## config.mk

```make
export PLATFORM = sky130hd
export DESIGN_NAME = uart_tx_arbiter
export DESIGN_NICKNAME = d
export VERILOG_FILES = /design/src/rtl/uart_tx_arbiter.sv
export SDC_FILE = /design/constraint.sdc
export NUM_CORES = 1
export LEC_CHECK = 0
export ABC_CLOCK_PERIOD_IN_PS = 2440
export CAP_MARGIN = 20
export CORE_AREA = 5 5 53 55
export DETAILED_ROUTE_END_ITERATION = 8
export DIE_AREA = 0 0 58 60
export PLACE_DENSITY = 0.76
export SYNTH_ARGS = -nofsm -noshare
export SYNTH_HDL_FRONTEND = slang
export SYNTH_SLANG_ARGS = --single-unit
```

## constraint.sdc

```tcl
create_clock -name clk -period 2.44 [get_ports clk]
set_clock_uncertainty 0.15 [all_clocks]
set_input_delay 0.488 -clock clk [delete_from_list [all_inputs] [get_ports clk]]
set_output_delay 0.488 -clock clk [all_outputs]
set_load 0.02 [all_outputs]
```

## src/rtl/uart_tx_arbiter.sv

```systemverilog
// Two-requester UART transmitter: round-robin grant between valid/ready ports,
// then a tick-paced 8N1-style frame (start, data LSB-first, stop) on tx.
module uart_tx_arbiter #(
  parameter int DATA_W    = 8,
  parameter int STOP_BITS = 1
) (
  input  logic              clk,
  input  logic              rst,
  input  logic              tick,
  input  logic              req0_valid,
  input  logic [DATA_W-1:0] req0_data,
  output logic              req0_ready,
  input  logic              req1_valid,
  input  logic [DATA_W-1:0] req1_data,
  output logic              req1_ready,
  output logic              tx,
  output logic              busy,
  output logic              grant_id,
  output logic              frame_done
);

  localparam int CNT_W = (DATA_W > 1) ? $clog2(DATA_W) : 1;
  localparam logic [CNT_W-1:0] LAST_BIT = CNT_W'(DATA_W - 1);
  localparam logic LAST_STOP = 1'(STOP_BITS - 1);

  typedef enum logic [2:0] {IDLE, SYNC, START, DATA, STOP} state_e;

  state_e            state_q, state_d;
  logic              rr_q, rr_d;
  logic [DATA_W-1:0] shift_q, shift_d;
  logic [CNT_W-1:0]  bit_cnt_q, bit_cnt_d;
  logic              stop_cnt_q, stop_cnt_d;
  logic              tx_q, tx_d;
  logic              grant_id_q, grant_id_d;
  logic              frame_done_q, frame_done_d;

  logic any_valid;
  logic winner;
  logic can_accept;

  // Handshake: a byte moves when reqK_valid && reqK_ready; ready is a pure
  // function of registered state and the current valids, never of data.
  // The frame_done cycle still belongs to the finished frame, so no grant then.
  always_comb begin
    any_valid  = req0_valid | req1_valid;
    winner     = (req0_valid && req1_valid) ? rr_q : req1_valid;
    can_accept = (state_q == IDLE) && !frame_done_q && any_valid;
  end

  assign req0_ready = can_accept && !winner;
  assign req1_ready = can_accept && winner;

  always_comb begin
    state_d      = state_q;
    rr_d         = rr_q;
    shift_d      = shift_q;
    bit_cnt_d    = bit_cnt_q;
    stop_cnt_d   = stop_cnt_q;
    tx_d         = tx_q;
    grant_id_d   = grant_id_q;
    frame_done_d = 1'b0;
    unique case (state_q)
      IDLE: begin
        if (can_accept) begin
          shift_d    = winner ? req1_data : req0_data;
          grant_id_d = winner;
          state_d    = SYNC;
        end
      end
      // Waiting for a tick here keeps the start bit a full bit period wide.
      SYNC: begin
        if (tick) begin
          state_d = START;
          tx_d    = 1'b0;
        end
      end
      START: begin
        if (tick) begin
          state_d   = DATA;
          tx_d      = shift_q[0];
          bit_cnt_d = '0;
        end
      end
      DATA: begin
        if (tick) begin
          if (bit_cnt_q == LAST_BIT) begin
            state_d    = STOP;
            tx_d       = 1'b1;
            stop_cnt_d = 1'b0;
          end else begin
            shift_d   = shift_q >> 1;
            tx_d      = shift_q[1];
            bit_cnt_d = bit_cnt_q + CNT_W'(1);
          end
        end
      end
      STOP: begin
        if (tick) begin
          if (stop_cnt_q == LAST_STOP) begin
            state_d      = IDLE;
            frame_done_d = 1'b1;
            rr_d         = ~grant_id_q;
          end else begin
            stop_cnt_d = stop_cnt_q + 1'b1;
          end
        end
      end
      default: state_d = IDLE;
    endcase
  end

  always_ff @(posedge clk or posedge rst) begin
    if (rst) begin
      state_q      <= IDLE;
      rr_q         <= 1'b0;
      shift_q      <= '0;
      bit_cnt_q    <= '0;
      stop_cnt_q   <= 1'b0;
      tx_q         <= 1'b1;
      grant_id_q   <= 1'b0;
      frame_done_q <= 1'b0;
    end else begin
      state_q      <= state_d;
      rr_q         <= rr_d;
      shift_q      <= shift_d;
      bit_cnt_q    <= bit_cnt_d;
      stop_cnt_q   <= stop_cnt_d;
      tx_q         <= tx_d;
      grant_id_q   <= grant_id_d;
      frame_done_q <= frame_done_d;
    end
  end

  assign tx         = tx_q;
  assign busy       = (state_q != IDLE) || frame_done_q;
  assign grant_id   = grant_id_q;
  assign frame_done = frame_done_q;

endmodule

```

==> results of run 1 <==
==> through the flow <==
| step | area [µm²] | total power [mW] |
|---|---|---|
| global route | 1390 | 1.13 |
| detailed placement | 1360 | 0.895 |
| CTS | 1380 | 1.05 |
| global placement | 1360 | 0.870 |
| finish | 1390 | 1.04 |
| floorplan | 1030 | 0.754 |
==> routing by layer <==
| layer | wire length (µm) | up-vias |
|---|---|---|
| li1 | - | 463 |
| met1 | 1020 | 426 |
| met2 | 1200 | 28 |
| met3 | 127 | 5 |
| met4 | 44 | 0 |
| met5 | 0 | - |
==> area by class of cell <==
cell class | count | area (µm²) | share of cell area
multi-input cells | 82 | 523 | 0.378
flip-flops and latches | 18 | 452 | 0.326
repair buffers | 34 | 320 | 0.231
well taps | 30 | 37.5 | 0.0271
clock buffers | 4 | 26.3 | 0.0190
inverters | 7 | 26.3 | 0.0190
==> registers in the layout, indices dropped and copies added (netlist names) <==
signal      flops
shift_q         8
bit_cnt_q       3
state_q         3
frame_done      1
grant_id        1
rr_q            1
tx              1
==> kinds of logic (layout without fill, tap and decap cells) <==
kind of cell,Yosys count,count (layout),synth area share
mux,9,9,0.0969
buf+inv,13,45,0.0569
compound gates,27,27,0.163
fa+ha+maj,2,2,0.0242
flops,18,18,0.437
simple gates,44,44,0.222
==> cell usage after synthesis, drive strengths merged <==
| cell type | n |
|---|---|
| dfrtp | 17 |
| nor2 | 13 |
| o21ai | 12 |
| nand2 | 10 |
| a31oi | 8 |
| mux2 | 8 |
| inv | 7 |
| nand3 | 7 |
| a21oi | 3 |
| buf | 3 |
| clkbuf | 3 |
| nand2b | 3 |
| and3 | 2 |
| ha | 2 |
| nand4b | 2 |
| nor2b | 2 |
| nor3 | 2 |
| o22ai | 2 |
| a31o | 1 |
| dfstp | 1 |
| mux2i | 1 |
| nand3b | 1 |
| nor3b | 1 |
| nor4 | 1 |
| o41ai | 1 |
==> report_power, final <==
| part | switching, mW | total, mW | internal, mW |
|---|---|---|---|
| clock network | 0.0945 | 0.158 | 0.0637 |
| registers | 0.0643 | 0.475 | 0.411 |
| logic | 0.189 | 0.405 | 0.217 |
| total | 0.347 | 1.04 | 0.691 |
==> how the worst min path moves through the flow <==
stage                        startpoint                       end  slack (ns)
2_1_floorplan                       rst  bit_cnt_q[0]$_DFFE_PP0P_        0.28
3_3_place_gp   bit_cnt_q[2]$_DFFE_PP0P_  bit_cnt_q[2]$_DFFE_PP0P_        0.32
5_1_grt            grant_id$_DFFE_PP0P_          rr_q$_DFFE_PP0P_        0.37
4_1_cts            grant_id$_DFFE_PP0P_          rr_q$_DFFE_PP0P_        0.36
3_5_place_dp   bit_cnt_q[2]$_DFFE_PP0P_  bit_cnt_q[2]$_DFFE_PP0P_        0.34
6_report       bit_cnt_q[2]$_DFFE_PP0P_  bit_cnt_q[2]$_DFFE_PP0P_        0.36
==> what timing repair did <==
item | CTS | global route
resized for setup | 2 | 1
pin swaps | 0 | 1
cloned | 0 | 0
setup endpoints to repair | 2 | 1
hold buffers | 0 | 0
==> critical path: stages, from the launching register on <==
cell and delay (ns):
dfrtp_1 0.43, nor4_4 0.38, inv_2 0.11, nor2_1 0.12, dlygate4sd2_1 0.34
==> results.yml, run 1 <==
logic_synthesis:
  synth.yosys.seq_area_share: 0.437
  synthesis.nets: 136
  syn-cell-area_um2: 1030
  post-synth-top-area-cell: "dfrtp_1"
  synth_warnings: 0
  post_synth_inst_count: 113
  ys_top_cells_by_area: "dfrtp_1, mux2_2, o21ai_0"
  synth.top_cell.area_share: 0.412
  post_synth_num_cell_types: 28
  ys_ff_latch: 18
  syn_avg_cell_area_um2: 9.15
floorplanning:
  die_area_um2: 3480
  floorplan.initialDensity: 0.441
  fp-row-count: 18
  pin_count: 27
  core-area_um2: 2340
  chipWidth_um: 58
  chipHeight_um: 60
global_route:
  gr-usage-met3: 0.0389
  first_pass_grt_wire_length_um: 4510
  use_met1: 0.201
  grt_max_degree: 19
  grt.overflow.total: 0
  first_global_vias: 1038
  grt-busiest-layer: "met2"
  antenna_violations_before_repair: 0
  groute.usage.overall: 0.169
  grtUsageMet2: 0.294
timing:
  achievable-frequency_mhz: 433
  rsz_0062_raised_after_global_routing: "false"
  hold-worst-slack_ns: 0.355
  setup-tns-final_ns: 0
  timing.slew.headroom: 0.546
  final.period_utilization: 0.946
  tightest_slew_ns: 0.681
  hold_viol_final: 0
  timing.final.setup_violations: 0
  final.setup.worst_slack_ns: 0.132
  slew_violations: 0
  fin_crit_ns: 2.31
job:
  maxCapViolations: 0
placed_design:
  detailedPlacementHpwl_um: 1930
  placement.io_buffers: 26
  dpl_worst_slack_ns: -0.0879
  placed_cells: 171
  place_congestion: 0.782
cells_and_area:
  layoutNonFillerInstCount: 175
  mostFrequentLayoutCell: "clkdlybuf4s50_1"
  finish.net_count: 169
  layout.core_utilization: 0.591
  drive_above_1_share: 0.166
  layout_common_cells: "clkdlybuf4s50_1, dfrtp_1, nor2_1, o21ai_0, nand2_1"
  fill_cells: 231
  antenna_cells_inserted: 0
  area_growth_syn_to_layout_pct: 34.0
detailed_routing:
  detail_route.first_pass.iterations: 4
  drt-initial-drc-count: 16
  number_of_remaining_drc_errors: 0
  post_drt_via_cell_ratio: 5.27
  ant_nets: 0
  routed_wirelength_um: 2390
  routed-via-count: 922
  drt-wirelength-per-cell_um: 13.7
worst_setup_path:
  worst-r2r-cell-count: 4
  setup.worst_path.start_class: "flop"
  endpoint_kind: "output pin"
  worstSetupPathType: "reg2out"
  critical_path.reg2reg.startpoint: "frame_done$_DFF_PP0_"
  critPathCapture: "req1_ready"
  worstSetupStartpoint: "frame_done$_DFF_PP0_"
  cp_max_fo: 4
  critical_path_arrival_ns: 1.67
  critical_path_rt_ns: 1.80
  ff2ff_setup_slack_ns: 0.55
  critical_path.reg2reg.endpoint: "shift_q[3]$_DFFE_PP0P_"
clock_tree:
  tritoncts_clock_tree: "built"
  cts-root-buf: "clkbuf_4"
  clockBufferDepth: 2
  cts.sink_count: 18
  post-cts-setup-buffer-count: 0
  clock_insertion_delay_at_the_later_pin_of_the_skew_report_ns: 0.30
  tritoncts.num_buffers: 3
  clock_tree.htree_level_count: 1
  worst_setup_hold_path_clk_slew_ns: 0.11
outcome:
  run_status: "finished clean"
hold_path:
  worstHoldPathCells: 2
  min-delay-path-class: "reg2reg"
power_and_ir_drop:
  power.leakage_nw: 0.590
  p_per_area_nw_per_um2: 750
  ir_drop_mv: 0.415
(Power assumes the default switching activity.)
==> run 2: changes to the inputs <==
--- a/config.mk
+++ b/config.mk
@@ -7,10 +7,12 @@
 export LEC_CHECK = 0
 export ABC_CLOCK_PERIOD_IN_PS = 2440
 export CAP_MARGIN = 20
-export CORE_AREA = 5 5 53 55
+export CORE_AREA = 5 5 54 52
+export CTS_BUF_LIST = sky130_fd_sc_hd__clkbuf_4
+export CTS_CLUSTER_DIAMETER = 120
 export DETAILED_ROUTE_END_ITERATION = 8
-export DIE_AREA = 0 0 58 60
-export PLACE_DENSITY = 0.76
+export DIE_AREA = 0 0 59 57
+export PLACE_DENSITY = 0.79
 export SYNTH_ARGS = -nofsm -noshare
 export SYNTH_HDL_FRONTEND = slang
 export SYNTH_SLANG_ARGS = --single-unit
==> run 2 against run 1 <==
Flip-flop and latch count unchanged; via count fell by 0.22%; critical path depth decreased by 1; die area is 3.4% lower; final area increased by 0.36%; setup slack better by 0.045 ns; register-to-register slack gained 0.03 ns; sequential share of layout area decreased by 0.12 points.
==> results.yml, run 2 (synthesis gave the netlist of run 1 again) <==
timing:
  slew_violations: 0
  fin_crit_ns: 2.26
  timing.slew.headroom: 0.560
  achievable-frequency_mhz: 442
  hold-worst-slack_ns: 0.344
  timing.final.setup_violations: 0
  final.setup.worst_slack_ns: 0.176
  tightest_slew_ns: 0.659
  final.period_utilization: 0.928
  hold_viol_final: 0
  rsz_0062_raised_after_global_routing: "false"
floorplanning:
  floorplan.initialDensity: 0.458
  core-area_um2: 2250
  chipHeight_um: 57
  chipWidth_um: 59
  pin_count: 27
  die_area_um2: 3360
  fp-row-count: 17
outcome:
  run_status: "finished clean"
detailed_routing:
  drt-initial-drc-count: 19
  detail_route.first_pass.iterations: 4
  post_drt_via_cell_ratio: 5.29
  routed-via-count: 920
  number_of_remaining_drc_errors: 0
  ant_nets: 0
  drt-wirelength-per-cell_um: 13.5
  routed_wirelength_um: 2350
global_route:
  antenna_violations_before_repair: 0
  grt_max_degree: 19
  groute.usage.overall: 0.166
  first_pass_grt_wire_length_um: 4440
  grt.overflow.total: 0
  first_global_vias: 991
worst_setup_path:
  critical_path_rt_ns: 1.80
  worstSetupStartpoint: "frame_done$_DFF_PP0_"
  critical_path.reg2reg.startpoint: "state_q[2]$_DFFE_PP0P_"
  setup.worst_path.start_class: "flop"
  critical_path_arrival_ns: 1.63
  worstSetupPathType: "reg2out"
  endpoint_kind: "output pin"
  cp_max_fo: 3
hold_path:
  timing.hold.worst.start: "grant_id$_DFFE_PP0P_"
  min-delay-path-class: "reg2reg"
cells_and_area:
  postLayoutCellArea_um2: 1390
  layout_common_cells: "clkdlybuf4s50_1, dfrtp_1, nor2_1, o21ai_0, nand2_1"
  mostFrequentLayoutCell: "clkdlybuf4s50_1"
  max_flop_register: "shift_q"
  max_reg_flops: 8
  area_growth_syn_to_layout_pct: 34.5
  finish.net_count: 170
  antenna_cells_inserted: 0
  layout.core_utilization: 0.617
  layout_top_registers: "shift_q (8), bit_cnt_q (3), state_q (3)"
  drive_above_1_share: 0.171
clock_tree:
  tritoncts.num_buffers: 3
  post_cts_hold_buffer_count: 0
  clockBufferDepth: 2
  worst_setup_hold_path_clk_slew_ns: 0.10
  cts.sink_count: 18
  clock_insertion_delay_at_the_later_pin_of_the_skew_report_ns: 0.28
  tritoncts_clock_tree: "built"
  cts-root-buf: "clkbuf_4"
  clock_tree.htree_level_count: 1
power_and_ir_drop:
  power_switching_share: 0.332
  p_comb_frac: 0.395
  power.sequential.fraction: 0.463
  power.leakage_nw: 0.595
  power_frac_clock: 0.142
  ir_drop_mv: 0.354
  netSwitchingPower_mw: 0.343
  cell_internal_pwr_mw: 0.689
  p_per_area_nw_per_um2: 743
job:
  maxCapViolations: 0
placed_design:
  placement.io_buffers: 26
  post_dp_cell_area_um2: 1360
  detailedPlacementHpwl_um: 1890
  place_congestion: 0.753
  dpl_worst_slack_ns: -0.0499
-- run 2: cell types whose count changed in the layout (fill, tap and decap cells not counted) --
cell	previous run	this run
buf_4	8	9
clkbuf_1	1	0
clkinv_1	0	1
-- run 2: path summary, 6_finish.rpt --
kind	depth (start not counted)	slack, ns	end
max	3	0.18	req0_ready
min	1	0.34	rr_q$_DFFE_PP0P_
max reg2reg	5	0.58	shift_q[5]$_DFFE_PP0P_
min reg2reg	1	0.34	rr_q$_DFFE_PP0P_
max in group asynchronous	2	1.28	rr_q$_DFFE_PP0P_
min in group asynchronous	2	0.43	bit_cnt_q[0]$_DFFE_PP0P_
-- run 2: final cells by class --
class,count,area (µm²)
tap,28,35.0
clock inverter,1,3.75
fill,220,865
sequential,18,452
clock buffer,3,22.5
inverter,7,26.3
timing repair buffer,35,328
multi-input combinational,82,523
-- run 2: stage by stage --
step                      std cells  setup TNS (ns)  total power, mW
after floorplan                 113               0            0.754
after global placement          169         -0.0141            0.866
after detailed placement        169         -0.0727            0.897
after CTS                       174               0             1.04
after global routing            174               0             1.12
final                           174               0             1.03
-- run 2: routing by layer --
layer	vias up	GRT usage	routed length (µm)
met5	-	0	0
li1	464	-	-
met3	4	0.0430	141
met2	30	0.267	1140
met4	0	0.0550	20
met1	422	0.216	1050
-- run 2: worst max-delay path, cell delays in order (launching register included) --
cell and delay, ns:
dfrtp_1 0.42, nor4_4 0.36, and3_1 0.23, dlygate4sd2_1 0.33
-- run 2: power groups by stage --
stage	sequential (mW)	clock (mW)	combinational, mW
5_1_grt	0.492	0.165	0.460
2_1_floorplan	0.486	0	0.268
3_5_place_dp	0.484	0	0.412
6_report	0.478	0.147	0.408
4_1_cts	0.479	0.150	0.413
3_3_place_gp	0.477	0	0.389
-- run 2: timing repair --
action | CTS | global route
buffers inserted | 1 | 0
cloned | 0 | 0
gates resized for setup | 2 | 1
pin swaps | 1 | 0
endpoints found under the setup margin | 2 | 1
==> run 3: changes to the inputs <==
--- a/config.mk
+++ b/config.mk
@@ -6,13 +6,13 @@
 export NUM_CORES = 1
 export LEC_CHECK = 0
 export ABC_CLOCK_PERIOD_IN_PS = 2440
-export CAP_MARGIN = 20
+export CAP_MARGIN = 10
 export CORE_AREA = 5 5 54 52
 export CTS_BUF_LIST = sky130_fd_sc_hd__clkbuf_4
 export CTS_CLUSTER_DIAMETER = 120
 export DETAILED_ROUTE_END_ITERATION = 8
 export DIE_AREA = 0 0 59 57
-export PLACE_DENSITY = 0.79
+export PLACE_DENSITY_LB_ADDON = 0.08
 export SYNTH_ARGS = -nofsm -noshare
 export SYNTH_HDL_FRONTEND = slang
 export SYNTH_SLANG_ARGS = --single-unit
==> run 3 against run 2 <==
Core utilization down 0.33 points; routed wire length decreased by 0.34%; fmax fell by 1.2%; sequential share of layout area rose by 0.18 points; count of clock-buffer cells in the layout unchanged; final area down 0.54%; sequential power barely moved; non-clock buffer count is 1 lower; power rose by 0.51%; largest power group unchanged.
==> results.yml, run 3 (synthesis gave the netlist of run 1 again) <==
floorplanning:
  fp-row-count: 17
  chipHeight_um: 57
  floorplan.initialDensity: 0.458
  chipWidth_um: 59
  core-area_um2: 2250
  die_area_um2: 3360
  pin_count: 27
detailed_routing:
  routed-wl-met2_um: 1050
  drt-wirelength-per-cell_um: 13.6
  post_drt_via_cell_ratio: 5.42
  top_layer_used: "met4"
  number_of_remaining_drc_errors: 0
  ant_nets: 0
  detail_route.first_pass.iterations: 4
  routed-via-count: 937
  drt-initial-drc-count: 26
  routed_wirelength_um: 2350
  wl_met1_um: 1140
  wl_met3_um: 113
placed_design:
  detailedPlacementHpwl_um: 1780
  post_dp_cell_area_um2: 1360
  place_congestion: 0.804
  placement.io_buffers: 26
global_route:
  grt_max_degree: 19
  groute.usage.overall: 0.158
  antenna_violations_before_repair: 0
  first_pass_grt_wire_length_um: 4170
  grt.overflow.total: 0
  first_global_vias: 934
clock_tree:
  post_cts_resize_count: 2
  clockBufferDepth: 2
  post_cts_hold_buffer_count: 0
  post-cts-setup-buffer-count: 0
  tritoncts_clock_tree: "built"
  clock_insertion_delay_at_the_later_pin_of_the_skew_report_ns: 0.30
  clock_tree.htree_level_count: 1
  cts-root-buf: "clkbuf_4"
  cts.sink_count: 18
  worst_setup_hold_path_clk_slew_ns: 0.11
  tritoncts.num_buffers: 3
timing:
  achievable-frequency_mhz: 437
  slew_violations: 0
  timing.final.setup_violations: 0
  final.period_utilization: 0.939
  timing.slew.headroom: 0.530
  hold-worst-slack_ns: 0.342
  fin_crit_ns: 2.29
  hold_viol_final: 0
  rsz_0062_raised_after_global_routing: "false"
  tightest_slew_ns: 0.704
cells_and_area:
  area_growth_syn_to_layout_pct: 33.8
  finish.net_count: 169
  drive_above_1_share: 0.166
  layout_common_cells: "clkdlybuf4s50_1, dfrtp_1, nor2_1, o21ai_0, nand2_1"
  postLayoutCellArea_um2: 1380
  max_reg_flops: 8
  mostFrequentLayoutCell: "clkdlybuf4s50_1"
  fill_cells: 209
  antenna_cells_inserted: 0
  max_flop_register: "shift_q"
  layout_top_registers: "shift_q (8), bit_cnt_q (3), state_q (3)"
power_and_ir_drop:
  ir_drop_mv: 0.430
  p_per_area_nw_per_um2: 750
  power.leakage_nw: 0.590
worst_setup_path:
  cp_max_fo: 4
  critical_path_arrival_ns: 1.65
  worst-r2r-cell-count: 4
  worstPathCellList: "nor4_4 -> and3_1 -> dlygate4sd2_1"
  critical_path_rt_ns: 1.80
  cpPeakStageDelay_ns: 0.42
  worstSetupPathType: "reg2out"
  ff2ff_setup_slack_ns: 0.58
  endpoint_kind: "output pin"
  critPathSlowestCell: "dfrtp_1"
  worstSetupStartpoint: "state_q[2]$_DFFE_PP0P_"
  setup.worst_path.start_class: "flop"
  critical_path.reg2reg.endpoint: "shift_q[5]$_DFFE_PP0P_"
  critical_path.reg2reg.startpoint: "state_q[2]$_DFFE_PP0P_"
hold_path:
  min-delay-path-class: "reg2reg"
  worstHoldPathCells: 1
  timing.hold.worst.start: "grant_id$_DFFE_PP0P_"
  hold_end: "rr_q$_DFFE_PP0P_"
job:
  maxCapViolations: 0
outcome:
  run_status: "finished clean"
[run 3: changes by cell type in the layout (fill, tap and decap cells not counted), sizes merged]
cell,before,now
buf,9,8
[run 3: through the flow]
step	power, mW	TNS (ns)	util	setup WS, ns	cells
6_report	1.04	0	0.613	0.150	173
2_1_floorplan	0.754	0	-	0.558	113
4_1_cts	1.04	0	0.612	0.0355	173
3_5_place_dp	0.886	-0.0744	0.602	-0.0423	169
5_1_grt	1.12	0	0.613	0.0519	173
3_3_place_gp	0.871	-0.0237	0.602	-0.0237	169
[run 3: area by class of cell]
class,count,area [µm²],area share
Clock buffer,3,22.5,0.0163
Clock inverter,1,3.75,0.00271
Inverter,7,26.3,0.0190
Multi-Input combinational cell,82,523,0.378
Sequential cell,18,452,0.327
Tap cell,28,35.0,0.0253
Timing Repair Buffer,34,320,0.232
[run 3: report_power, final]
| part | internal (mW) | total (mW) | switching, mW |
|---|---|---|---|
| Combinational | 0.216 | 0.401 | 0.185 |
| Sequential | 0.411 | 0.475 | 0.0644 |
| Clock | 0.0596 | 0.161 | 0.102 |
| Total | 0.687 | 1.04 | 0.351 |
[run 3: per-layer routing]
layer	track usage	up-vias
met2	0.233	25
met4	0.0615	0
met3	0.0385	5
met1	0.222	444
met5	0	-
li1	-	463
[run 3: how the worst max path moves through the flow]
stage                      end  cells past startpoint
global placement    req1_ready                      5
CTS                       busy                      3
detailed placement  req1_ready                      5
finish              req0_ready                      3
floorplan           req1_ready                      4
global route        req0_ready                      3
[run 3: worst max-delay path, delay by kind of cell, from the launching register on]
kind	cells	cell delay (ns)
DFF	1	0.42
and+or+nand+nor	2	0.61
buffers and inverters	1	0.34
